`src/rtl/priority_sequencer.sv`:
```
// Picks the frontmost opaque layer (and, with SECOND_TARGET_EN defined, the runner-up)
// by scanning the OBJ and BG0..BG3 candidates one slot per cycle.
module priority_sequencer #(
    parameter logic [2:0] BACKDROP_ID = 3'd5
) (
    input  logic             clock,
    input  logic             reset,
    input  logic             in_valid,
    output logic             in_ready,
    input  logic [4:0][19:0] cand,
    input  logic [4:0]       mask,
    input  logic [4:0]       opaque,
    input  logic [14:0]      backdrop,
    output logic             out_valid,
    input  logic             out_ready,
    output logic [14:0]      top_color,
    output logic [2:0]       top_layer
`ifdef SECOND_TARGET_EN
    ,
    output logic [14:0]      second_color,
    output logic [2:0]       second_layer
`endif
);
    typedef enum logic [1:0] {IDLE, SCAN, DONE} state_t;

    localparam logic [2:0] SENTINEL  = 3'b100;
    localparam logic [2:0] SLOT_END  = 3'd5;

    state_t           state;
    logic [2:0]       slot;
    logic [4:0]       elig_q;
    logic [4:0][1:0]  prio_q;
    logic [4:0][14:0] color_q;

    logic [2:0]       best_prio;
    logic [14:0]      best_color;
    logic [2:0]       best_layer;
`ifdef SECOND_TARGET_EN
    logic [2:0]       sec_prio;
    logic [14:0]      sec_color;
    logic [2:0]       sec_layer;
`endif

    logic             accept;
    logic             cur_elig;
    logic [1:0]       cur_prio;
    logic [14:0]      cur_color;
    logic [2:0]       cur_layer;
    logic             reserved_unused;

    // The sentinel (bit 2 set) loses to every real 2-bit priority; ties keep the incumbent.
    function automatic logic beats(input logic [1:0] p, input logic [2:0] incumbent);
        return incumbent[2] || (p < incumbent[1:0]);
    endfunction

    function automatic logic [2:0] layer_of(input logic [2:0] s);
        return (s == 3'd0) ? 3'd4 : s - 3'd1;
    endfunction

    assign accept          = in_valid && in_ready;
    assign reserved_unused = ^{cand[0][17:15], cand[1][17:15], cand[2][17:15],
                               cand[3][17:15], cand[4][17:15]};

    always_comb begin
        cur_elig  = 1'b0;
        cur_prio  = 2'd0;
        cur_color = 15'h0000;
        for (int i = 0; i < 5; i++) begin
            if (slot == i[2:0]) begin
                cur_elig  = elig_q[i];
                cur_prio  = prio_q[i];
                cur_color = color_q[i];
            end
        end
        cur_layer = layer_of(slot);
    end

    // Candidate set is pure data: captured on a transfer, never reset.
    always_ff @(posedge clock) begin
        if (accept) begin
            elig_q <= mask & opaque;
            for (int i = 0; i < 5; i++) begin
                prio_q[i]  <= cand[i][19:18];
                color_q[i] <= cand[i][14:0];
            end
        end
    end

    always_ff @(posedge clock or posedge reset) begin
        if (reset) begin
            state      <= IDLE;
            slot       <= 3'd0;
            in_ready   <= 1'b1;
            out_valid  <= 1'b0;
            best_prio  <= SENTINEL;
            best_color <= 15'h0000;
            best_layer <= BACKDROP_ID;
`ifdef SECOND_TARGET_EN
            sec_prio   <= SENTINEL;
            sec_color  <= 15'h0000;
            sec_layer  <= BACKDROP_ID;
`endif
        end else begin
            case (state)
                IDLE: begin
                    if (in_valid) begin
                        state      <= SCAN;
                        in_ready   <= 1'b0;
                        slot       <= 3'd0;
                        best_prio  <= SENTINEL;
                        best_color <= backdrop;
                        best_layer <= BACKDROP_ID;
`ifdef SECOND_TARGET_EN
                        sec_prio   <= SENTINEL;
                        sec_color  <= backdrop;
                        sec_layer  <= BACKDROP_ID;
`endif
                    end
                end
                SCAN: begin
                    // Slots 0..4 take one cycle each; the extra cycle at SLOT_END enters DONE.
                    if (slot == SLOT_END) begin
                        state     <= DONE;
                        out_valid <= 1'b1;
                    end else begin
                        slot <= slot + 3'd1;
                        if (cur_elig) begin
                            if (beats(cur_prio, best_prio)) begin
`ifdef SECOND_TARGET_EN
                                sec_prio  <= best_prio;
                                sec_color <= best_color;
                                sec_layer <= best_layer;
`endif
                                best_prio  <= {1'b0, cur_prio};
                                best_color <= cur_color;
                                best_layer <= cur_layer;
                            end
`ifdef SECOND_TARGET_EN
                            else if (beats(cur_prio, sec_prio)) begin
                                sec_prio  <= {1'b0, cur_prio};
                                sec_color <= cur_color;
                                sec_layer <= cur_layer;
                            end
`endif
                        end
                    end
                end
                DONE: begin
                    if (out_ready) begin
                        state     <= IDLE;
                        slot      <= 3'd0;
                        in_ready  <= 1'b1;
                        out_valid <= 1'b0;
                    end
                end
                default: begin
                    state     <= IDLE;
                    in_ready  <= 1'b1;
                    out_valid <= 1'b0;
                end
            endcase
        end
    end

    assign top_color = best_color;
    assign top_layer = best_layer;
`ifdef SECOND_TARGET_EN
    assign second_color = sec_color;
    assign second_layer = sec_layer;
`endif

endmodule

```
`config.mk`:
```
export PLATFORM = sky130hd
export DESIGN_NAME = priority_sequencer
export DESIGN_NICKNAME = d
export VERILOG_FILES = /design/src/rtl/priority_sequencer.sv
export SDC_FILE = /design/constraint.sdc
export NUM_CORES = 1
export LEC_CHECK = 0
export ABC_CLOCK_PERIOD_IN_PS = 8350
export BUFFER_PORTS_ARGS = -buffer_cell sky130_fd_sc_hd__buf_2
export CORE_MARGIN = 2
export CORE_UTILIZATION = 34
export CTS_BUF_LIST = sky130_fd_sc_hd__clkbuf_16
export CTS_CLUSTER_DIAMETER = 50
export DETAILED_ROUTE_END_ITERATION = 7
export PLACE_DENSITY = 0.66
export SYNTH_ARGS = -nofsm -noshare
export SYNTH_HDL_FRONTEND = slang
export SYNTH_SLANG_ARGS = --single-unit
```
`constraint.sdc`:
```
create_clock -name clock -period 8.35 [get_ports clock]
set_clock_uncertainty 0.1 [all_clocks]
set_input_delay 0.835 -clock clock [delete_from_list [all_inputs] [get_ports clock]]
set_output_delay 0.835 -clock clock [all_outputs]
set_load 0.01 [all_outputs]
```
==> Word level (Yosys, flattened, before mapping) <==
Index checks and enable logic that the tools add are counted.
{ "totals": {"register_bits": 118, "in_bits": 129, "out_inout_bits": 20, "wordCells": 93} }
{ "classes": {"addsub": 2, "magnitude_cmp": 1, "eq_ne": 13, "muxes": 45, "n_bitwise": 3, "reduce_logical": 11} }
{ "ops": {"columns": ["operator", "n"], "rows": [
  ["$mux 15", 9],
  ["$mux 3", 12],
  ["$pmux 15 s2", 1],
  ["$mux 2", 8],
  ["$ne 2x2->1 const B", 6],
  ["$pmux 3 s2", 2],
  ["$mux 1", 9],
  ["$pmux 3 s3", 1],
  ["$reduce_and 3->1", 3],
  ["$eq 3x2->1 const B", 2],
  ["$eq 3x3->1 const B", 2],
  ["$pmux 1 s3", 2],
  ["$pmux 2 s3", 1],
  ["$and 5x5->5", 1],
  ["$reduce_and 5->1", 1],
  ["$reduce_and 4->1", 1],
  ["$add 3x1->3 const B", 1],
  ["$eq 3x1->1 const B", 1],
  ["$logic_not 3->1", 1],
  ["$reduce_bool 3->1", 1],
  ["$sub 3x1->3 const B", 1],
  ["$eq 2x1->1 const B", 1],
  ["$eq 2x2->1 const B", 1],
  ["$logic_not 2->1", 1],
  ["other kinds (5)", 6]
]} }

==> Logic depth before layout (Yosys ltp) <==
Gate-level depths: netlist of the first run.
{ "depth": {"depth_word": 12, "ltp_mapped": 14, "depth_no_buf": 11} }

==> Worst setup path before layout of the first run <==
No wires, ideal clock.
{ "synth_path": {"path_kind": "input port to flip-flop", "startpoint": "input port in_valid", "endpoint": "register color_q[0] (netlist bit) (enable)", "setup_ns": 0.459, "t_arrival_ns": 2.921, "t_required_ns": 7.791, "path_slack_ns": 4.870, "stages": 1, "path_buffers": 0, "cell_sequence": "and2_1"} }
{ "synth_between": {"elab_chain_len": 1} }
{ "synth_lines": {"columns": ["item", "line_no", "source"], "rows": [
  ["start: declaration", "8", "input logic in_valid,"],
  ["$logic_and 1x1->1", "60", "assign accept = in_valid && in_ready;"],
  ["end signal: indexed assignment", "84", "color_q[i] <= cand[i][14:0];"],
  ["end: declaration", "33", "logic [4:0][14:0] color_q;"]
]} }
Every way passes these cells.
A chain may end at the register's enable or synchronous reset.

==> Worst setup path in the final report of the first run <==
{ "layout_path": {"startpoint": "register slot[2]", "endpoint": "register best_color[0], in the netlist top_color[0]"} }
{ "layout_between": {"elab_chain_len": 10, "elab_cells_between_ends": 31, "cone_classes": "order compare (1); eq/ne (8); mux (19); reduce/logical (3)"} }
{ "layout_lines": {"columns": ["item", "line_no", "source"], "rows": [
  ["start: declaration", "30", "logic [2:0] slot;"],
  ["start signal: assignment", "126", "slot <= slot + 3'd1;"],
  ["$logic_not 3->1", "69", "if (slot == i[2:0]) begin"],
  ["$mux 2 or $mux 15 (tied branches) (5 in series)", "69", null],
  ["$lt 2x2->1 or $mux 15 (tied branches)", "53, 128", null],
  ["$logic_or 1x1->1 or $mux 15 (tied branches)", "53, 127", null],
  ["$ne 2x2->1 (no line) or $mux 15 (tied branches)", null, null],
  ["$reduce_and 5->1 (no line) or $pmux 15 s2 (tied branches)", null, null],
  ["end signal: assignment", "111", "best_color <= backdrop;"],
  ["end signal: assignment", "135", "best_color <= cur_color;"],
  ["end: declaration", "36", "logic [14:0] best_color;"]
]} }
Parallel ways exist; a longest one is shown, timed or not. The select of a mux whose other input is x is not followed.

==> metrics list, run 1 <==
- The flow ran to the end, and the final reports show no timing, DRC or antenna violations.
- Yosys top cell area share: 0.545
- Period minus WS final: 4.03 ns
- Dividing the detail-routed wire length by the instance count gives 17.2 um.
- The path class of the tightest hold or removal check is reg2reg.
- Count of distinct cell types in the synthesized netlist: 41
* Vias per cell: 4.87
* Die height: 125 um
* Leakage power of the design: 2.55 nW
* Reg-to-reg setup timing slack: 4.32 ns
- Delay of the slowest cell on the worst path: 0.80 ns
- Category of the critical setup timing path: reg2reg
- TritonCTS created 17 clock buffers.
- Post-detailed-placement cell area: 0.00577 mm^2
- Total internal power: 1.68 mW
- Final hold slack: 0.371 ns
- Post-synthesis register bit count: 118
- The share of total power dissipated in sequential elements is 0.338.
* Type of origin of the critical path: flip-flop
- Clock Root Buffer: clkbuf_16
- The final layout contains 616 nets.
* Commonest cells in the synthesized netlist: edfxtp_1 (90), o21ai_0 (36), dfrtp_1 (24)
* IO Count: 149
- Pwr Density: 392 mW/mm^2
* Number of DRC markers after the initial detailed-route iteration: 216
* # hold bufs at CTS: 0
- Final Hold Vio Count: 0
* Synthesized net count: 483
* Ordered cell list for the critical path: inv_1 -> ha_1 -> nor2_2 -> o211ai_1 -> a21oi_1 -> ha_1 -> o21ai_0 -> o311a_4 -> mux2_2
- Antenna Violating Nets Remaining: 0
* Top-count cell post-synth: edfxtp_1
- By area the synthesized netlist is led by edfxtp_1 (55%), dfrtp_1 (12%), mux2_4 (5.2%), o21ai_0 (3.6%), nand2b_1 (2.5%).
- Summing internal, switching and leakage power gives 2.50 mW.
* Weighted congestion at the end of routability-driven global placement: 0.824
* Effective utilization at floorplan: 0.345
- Kind of cell with the highest combined delay on the critical path: compound AO/OA/AOI/OAI gates
- The slowest stage of the critical path is the nor2_2 cell.
- Input and output buffers added on the ports amount to 133.
- Router iterations before antenna repair: 4
- After synthesis, the mean cell area works out to 14.3 um^2.
* Async S/R FF share, synth: 0.237
- Setup repair after global routing left no endpoint under its margin.
- Pin count of the biggest net entering global routing: 91
- Detailed placement finished with a half-perimeter wire length of 8.08 mm.
- Of the cells placed in the final design, the portion with a size suffix greater than 1 is 0.390.
- VDD sags by at most 0.000135 V.
- The floorplan step defined a die boundary enclosing 0.0156 mm^2.
- Synthesis produced 347 cells.
- For the pin with the worst max-slew slack, the measured transition is 1.18 ns.
- Fill cells in the final layout number 1,293.
- Max-cap check violation count: 0
* Synth area leader: edfxtp_1
- From left edge to right edge, the die measures 125 um.
* Flip-flop cell with the highest count after synthesis: edfxtp_1
* First-pass GRT wire length: 18.1 mm
- Summed over all layers, the global routing overflow is 0.
- Count of buffer and inverter cells on the critical path: 1
- After clock tree synthesis, the setup repair step added 0 buffers.
* Clock transition at path regs: 0.05 ns
- Multi-input combinational cell area: 0.00141 mm^2
- Rel. slew slack: 0.210
- Of the available clock period, the critical path in the final layout requires 0.482.
- Setup violations, final: 0
* Number of sinks on the clock net: 118
* Placeable core region: 0.0144 mm^2
* Vias in the first global route: 3,347
* Area Overhead vs Synth: 28.8%
* Maximum clock frequency: 0.248 GHz
- In the routed design, unresolved DRC markers number 0.
* TritonCTS clock tree: done
- Final worst setup slack: 4.32 ns
- Combined area of all synthesized cells: 0.00495 mm^2
- Synthesis Warnings: 0
- For the final routed database, the setup TNS stands at 0 ns.
* Cells resized by post-CTS repair: 0
* Net switching power of the design: 0.826 mW
- The sequential cells in the finished layout cover a total of 0.00341 mm^2.
- Final routed wirelength across all metal layers: 11.6 mm
- The floorplan has 44 rows.
- The finished cells cover 0.00638 mm^2.
- Required time of the critical path: 8.54 ns
- For this run, the register share of the synthesized area comes to 0.688.
* Setup Slack @ Placement: 4.29 ns
- Clock tree buffer depth: 2
- Vias: 3,297
- Of the total power, the share spent switching nets is 0.330.
- Critical path's most frequent cell: ha_1
- Relative contribution of the clock network to total power: 0.301
* Number of enable-type register cells in the synthesized netlist: 90
- Max Transition Viols Final: 0
- The number of antenna violations at the first check in global routing is 1.
- Data arrival time at the worst-slack endpoint: 4.21 ns
- Combinational share of power: 0.362
- CTS H-tree depth: 4
- In this run the worst path has a maximum fanout of 21.
- In the global route stage, overall resource usage came out at 0.153.
* Worst-skew pair later-pin latency: 0.41 ns
- Critical Path Sink Type: flip-flop
## cells in the final DEF, fill, tap and decap left out, types with 3 or more instances in the layout
cell type and count:
buf_2 133, edfxtp_1 90, o21ai_0 36, dfrtp_1 24
nand2_1 23, a21oi_1 21, nand2b_1 20, mux2_4 17
clkbuf_16 17, a22oi_1 16, a32oi_1 14, inv_1 9
nor2_1 8, ha_1 7, and2_1 5, dfstp_2 4
bufinv_16 4, clkinvlp_4 4, mux2i_1 3
## path summary, 6_finish.rpt
check                                  start  cells after the start           end
worst max-delay path                 slot[2]                      9  top_color[0]
worst min register to register  top_layer[0]                      2  top_layer[0]
worst min-delay path            top_layer[0]                      2  top_layer[0]
max in group asynchronous              reset                      2       slot[1]
min in group asynchronous              reset                      2  top_color[2]
worst max register to register       slot[2]                      9  top_color[0]
## per-layer routing
metal | vias to the layer above | track usage | wire [um]
met3 | 16 | 0.0387 | 523
met1 | 1595 | 0.202 | 5200
met2 | 97 | 0.235 | 5650
li1 | 1589 | - | -
met5 | - | 0 | 0
met4 | 0 | 0.0753 | 250
## cells by family after synthesis
group | share of synthesized area
muxes | 0.0621
buffers and inverters | 0.0273
and+or+nand+nor | 0.0712
AOI/OAI and AO/OA | 0.134
DFF | 0.688
adders and majority gates | 0.0177
## flip-flops by register name (all words and copies together), names as in the netlist
| signal | flops |
|---|---|
| in_ready | 1 |
| state | 2 |
| prio_q | 10 |
| elig_q | 5 |
| top_color | 15 |
| slot | 3 |
| out_valid | 1 |
| best_prio | 3 |
| color_q | 75 |
| top_layer | 3 |
## per-stage QoR
step	cells	utilization
after detailed placement	645	0.401
final	677	0.444
after global placement	645	0.401
after global routing	677	0.444
after CTS	676	0.444
after floorplan	347	-
## power by group through the flow
stage / logic (mW) / clock network, mW / registers, mW
floorplan: 0.677 / 0 / 0.860
global placement: 0.890 / 0 / 0.851
detailed placement: 0.918 / 0 / 0.856
CTS: 0.923 / 0.766 / 0.846
global route: 1.01 / 0.786 / 0.859
finish: 0.905 / 0.753 / 0.845
## worst min-delay path: stages (launching register included)
cell and delay (ns):
dfstp_2 0.36, inv_1 0.05, mux2i_1 0.06
## layout make-up
| cell class | instances | area share |
|---|---|---|
| Multi-Input combinational cell | 199 | 0.222 |
| Clock buffer | 17 | 0.0667 |
| Clock inverter | 14 | 0.0290 |
| Timing Repair Buffer | 135 | 0.107 |
| Antenna cell | 1 | 0.000392 |
| Inverter | 9 | 0.00530 |
| Tap cell | 184 | 0.0361 |
| Sequential cell | 118 | 0.534 |
Power figures use the tool's default switching activity.
==> inputs of run 2 (changes only) <==
--- a/config.mk
+++ b/config.mk
@@ -5,14 +5,15 @@
 export SDC_FILE = /design/constraint.sdc
 export NUM_CORES = 1
 export LEC_CHECK = 0
-export ABC_CLOCK_PERIOD_IN_PS = 8350
+export ABC_AREA = 1
+export ABC_CLOCK_PERIOD_IN_PS = 4019
 export BUFFER_PORTS_ARGS = -buffer_cell sky130_fd_sc_hd__buf_2
 export CORE_MARGIN = 2
 export CORE_UTILIZATION = 34
 export CTS_BUF_LIST = sky130_fd_sc_hd__clkbuf_16
 export CTS_CLUSTER_DIAMETER = 50
 export DETAILED_ROUTE_END_ITERATION = 7
-export PLACE_DENSITY = 0.66
+export PLACE_DENSITY = 0.65
 export SYNTH_ARGS = -nofsm -noshare
 export SYNTH_HDL_FRONTEND = slang
 export SYNTH_SLANG_ARGS = --single-unit
==> constraint.sdc (replaced) <==
create_clock -name clock -period 4.02 [get_ports clock]
set_clock_uncertainty 0.1 [all_clocks]
set_input_delay 0.402 -clock clock [delete_from_list [all_inputs] [get_ports clock]]
set_output_delay 0.402 -clock clock [all_outputs]
set_load 0.01 [all_outputs]
==> run 2 against run 1 <==
  * Sequential share of layout area shrank 0.76 points
  * Area after synthesis is 2.0% higher
  * Count of clock-buffer cells in the layout stayed put
  * Sequential power up 110%
  * Critical path depth is 11 higher
  * Hold slack got worse by 0.31 ns
  * Critical path type unchanged
  * Largest cell class unchanged
==> metrics list, run 2 <==
- RSZ-0062 raised after global routing: no (unchanged).
- The total of endpoints with negative setup slack in the final report is 0 (unchanged).
- The netlist area before placement was 0.00506 mm^2 (was 0.00495 mm^2).
- CTS H-tree depth: 4 (unchanged)
- Dominant cells by area after synthesis: edfxtp_1 (53%), nand2_1 (14%), dfrtp_1 (12%), nand3_1 (5.5%), o211ai_1 (2.4%) (was edfxtp_1 (55%), dfrtp_1 (12%), mux2_4 (5.2%), o21ai_0 (3.6%), nand2b_1 (2.5%)).
- Wire per inst: 14.5 um (was 17.2 um)
- Data arrival time at the worst-slack endpoint: 3.64 ns (was 4.21 ns)
- The cell-internal power is 3.21 mW (was 1.68 mW).
- Weighted congestion at the end of routability-driven global placement: 0.867 (was 0.824)
- The area of the core came to 0.0145 mm^2 (was 0.0144 mm^2).
- The combinational fraction of design power came to 0.363 (was 0.362).
- Number of DRC markers after the initial detailed-route iteration: 225 (was 216)
* Period minus WS final: 3.44 ns (was 4.03 ns)
* Die area: 0.0159 mm^2 (was 0.0156 mm^2)
* Number of sinks on the clock net: 118 (unchanged)
- Max Transition Viols Final: 0 (unchanged)
- Non-filler instance count after layout: 811 (was 677)
- Setup Slack @ Placement: 0.560 ns (was 4.29 ns)
* Final hold slack: 0.0609 ns (was 0.371 ns)
- First-pass GRT wire length: 18.4 mm (was 18.1 mm)
* Average cell area after synthesis: 10.6 um^2 (was 14.3 um^2)
* Final cell area excluding filler cells: 0.00647 mm^2 (was 0.00638 mm^2)
- Share of synthesized area occupied by flip-flops and latches: 0.674 (was 0.688)
- Vias in the first global route: 3,722 (was 3,347)
- The post-layout worst setup margin is 0.579 ns (was 4.32 ns).
- Total global routing overflow: 0 (unchanged)
- Final routed wirelength across all metal layers: 11.8 mm (was 11.6 mm)
* Area Overhead vs Synth: 28.0% (was 28.8%)
- Sum of negative setup slack: 0 ns (unchanged)
* Core Rows: 44 (unchanged)
- Relative contribution of the clock network to total power: 0.290 (was 0.301)
- Highest-count cells in the layout ignoring fill and taps: nand2_1 (184), buf_2 (133), edfxtp_1 (90) (was buf_2 (133), edfxtp_1 (90), o21ai_0 (36)).
- Count of distinct cell types in the synthesized netlist: 27 (was 41)
* Clock transition at path regs: 0.05 ns (about the same)
- Maximum ir drop on the vdd rail: 0.000309 V (was 0.000135 V)
* Layout Utilization: 0.445 (was 0.444)
- Antenna Violating Nets Remaining: 0 (unchanged)
* Cell Count Post-Placement: 779 (was 645)
* Leakage power of the design: 2.98 nW (was 2.55 nW)
- The share of async-settable or async-resettable flops after synthesis came to 0.237 (unchanged).
* Number of I/O port buffers: 133 (unchanged)
- # hold bufs at CTS: 0 (unchanged)
- Post-detailed-placement cell area: 0.00590 mm^2 (was 0.00577 mm^2)
* Total global routing track utilization: 0.152 (was 0.153)
* Post-synthesis register bit count: 118 (unchanged)
- The largest register by flop count is color_q (unchanged).
- Vias: 3,797 (was 3,297)
- The count of flip-flops with a built-in enable after synthesis was 90 (unchanged).
- Post-CTS Repair Setup Buffers: 0 (unchanged)
- Yosys top cell area share: 0.535 (was 0.545)
- The area of the multi-input gates was 0.00143 mm^2 (was 0.00141 mm^2).
- The reported max-cap violation count was 0 (unchanged).
- The net count of the finished layout came to 750 (was 616).
- Drc violations: 0 (unchanged)
- The number of antenna violations at the first check in global routing is 0 (was 1).
* Maximum clock frequency: 0.291 GHz (was 0.248 GHz)
* Worst R2R Path Depth: 20 (was 9)
- The total inserted antenna cells was 0 (was 1).
- Top-count cell post-synth: nand2_1 (was edfxtp_1)
* Router iterations before antenna repair: 5 (was 4)
- Required time of the critical path: 4.21 ns (was 8.54 ns)
- Run status: completed (unchanged).
- Overall die width: 126 um (was 125 um)
* Filler Cells Inserted: 1,399 (was 1,293)
- The category of the most critical setup path is reg2reg (unchanged).
- Flip-flop cell with the highest count after synthesis: edfxtp_1 (unchanged)
- Rel. slew slack: 0.307 (was 0.210)
- CP Max Fanout: 21 (unchanged)
- The number of buffers on the longest clock path was 2 (unchanged).
- Critical Path Sink Type: flip-flop (unchanged)
- The final total power came to 5.08 mW (was 2.50 mW).
- Most frequent standard cell in the layout excluding fill and tap cells: nand2_1 (was buf_2)
* Clock Root Buffer: clkbuf_16 (unchanged)
- Worst-skew pair later-pin latency: 0.41 ns (about the same)
- The net switching component of the power came to 1.86 mW (was 0.826 mW).
- Tightest Hold Check Type: in2reg (was reg2reg)
- IO Count: 149 (unchanged)
- Effective utilization at floorplan: 0.348 (was 0.345)
- The largest net degree at the start of global routing is 40 (was 91).
- The total number of yosys warnings came to 0 (unchanged).
* Sequential share of power: 0.347 (was 0.338)
- TritonCTS clock tree: done (unchanged)
- Synthesized net count: 613 (was 483)
- DPL Wire Length: 8.60 mm (was 8.08 mm)
- The number of buffers created by CTS came to 17 (unchanged).
- Max FFs per register: 75 (unchanged)
- Final Hold Vio Count: 0 (unchanged)
* Post-route fraction of the period consumed by the critical path: 0.856 (was 0.482)
- The via-per-instance ratio was 4.68 (was 4.87).
- Count of cells along the worst hold path: 1 (was 2)
- Proportion of total power due to net switching: 0.367 (was 0.330)
- The actual slew at the worst max-slew pin is 1.04 ns (was 1.18 ns).
- The die height came to 126 um (was 125 um).
* Cells resized by post-CTS repair: 0 (unchanged)
- The total power per unit cell area was 784 mW/mm^2 (was 392 mW/mm^2).
* Proportion of layout cells with a drive suffix above 1: 0.285 (was 0.390)
- The gate count of the mapped netlist came to 477 (was 347).
- Commonest cells in the synthesized netlist: nand2_1 (184), edfxtp_1 (90), nand3_1 (56) (was edfxtp_1 (90), o21ai_0 (36), dfrtp_1 (24)).
- The storage element area is 0.00341 mm^2 (unchanged).
- Type of origin of the critical path: flip-flop (unchanged)
* Synth area leader: edfxtp_1 (unchanged)
-- run 2: cell types whose count changed in the layout (fill, tap and decap cells not counted), sizes merged, moves of 18 or more --
cell | before | now
inv | 9 | 28
mux2 | 19 | 0
nand2 | 23 | 185
nand3 | 1 | 56
a21oi | 21 | 3
nand2b | 20 | 0
-- run 2: critical path, cell delays in order (launching register included) --
cell,delay (ns)
dfrtp_1,0.40
inv_1,0.13
ha_1,0.24
inv_2,0.19
nor2_8,0.28
nand2_1,0.08
nand2_1,0.09
nand2_1,0.05
a21oi_1,0.14
o22ai_1,0.13
inv_1,0.09
ha_1,0.22
nand2_1,0.07
nand2_1,0.05
nand2_1,0.05
nand2_1,0.04
nand2_1,0.06
buf_4,0.22
nand2_1,0.43
nand2_1,0.19
nand2_1,0.07
-- run 2: worst paths after layout --
path	from	end	slack, ns
worst max-delay path	slot[1]	top_color[10]	0.58
min in group asynchronous	reset	top_color[14]	0.14
max in group asynchronous	reset	slot[0]	3.05
worst min register to register	top_layer[0]	top_layer[0]	0.36
worst max register to register	slot[1]	top_color[10]	0.58
worst min-delay path	cand[30]	color_q[25]	0.06
-- run 2: layout make-up --
cell class	count	share of cell area
clock inverters	15	0.0232
inverters	27	0.0162
multi-input cells	309	0.221
clock buffers	17	0.0657
flip-flops and latches	118	0.527
repair buffers	141	0.112
well taps	184	0.0356
-- run 2: cells by family after synthesis --
group	after synthesis	share of synthesized area
flip-flops	118	0.674
adder cells (fa/ha/maj)	7	0.0173
XOR/XNOR	1	0.00173
AO/OA/AOI/OAI	45	0.0535
buffers and inverters	50	0.0436
AND/OR/NAND/NOR	256	0.210
-- run 2: layer usage --
layer	up-vias	routed length, um	global-route usage
met5	-	0	0
met4	0	170	0.0524
met3	20	830	0.0535
met2	134	5360	0.236
met1	1751	5410	0.199
li1	1892	-	-
-- run 2: power groups by stage --
| stage | logic (mW) | registers [mW] | clock network [mW] |
|---|---|---|---|
| 6_report | 1.84 | 1.76 | 1.47 |
| 5_1_grt | 2.11 | 1.79 | 1.56 |
| 4_1_cts | 1.87 | 1.76 | 1.50 |
| 3_5_place_dp | 1.86 | 1.79 | 0 |
| 3_3_place_gp | 1.82 | 1.77 | 0 |
| 2_1_floorplan | 1.29 | 1.81 | 0 |
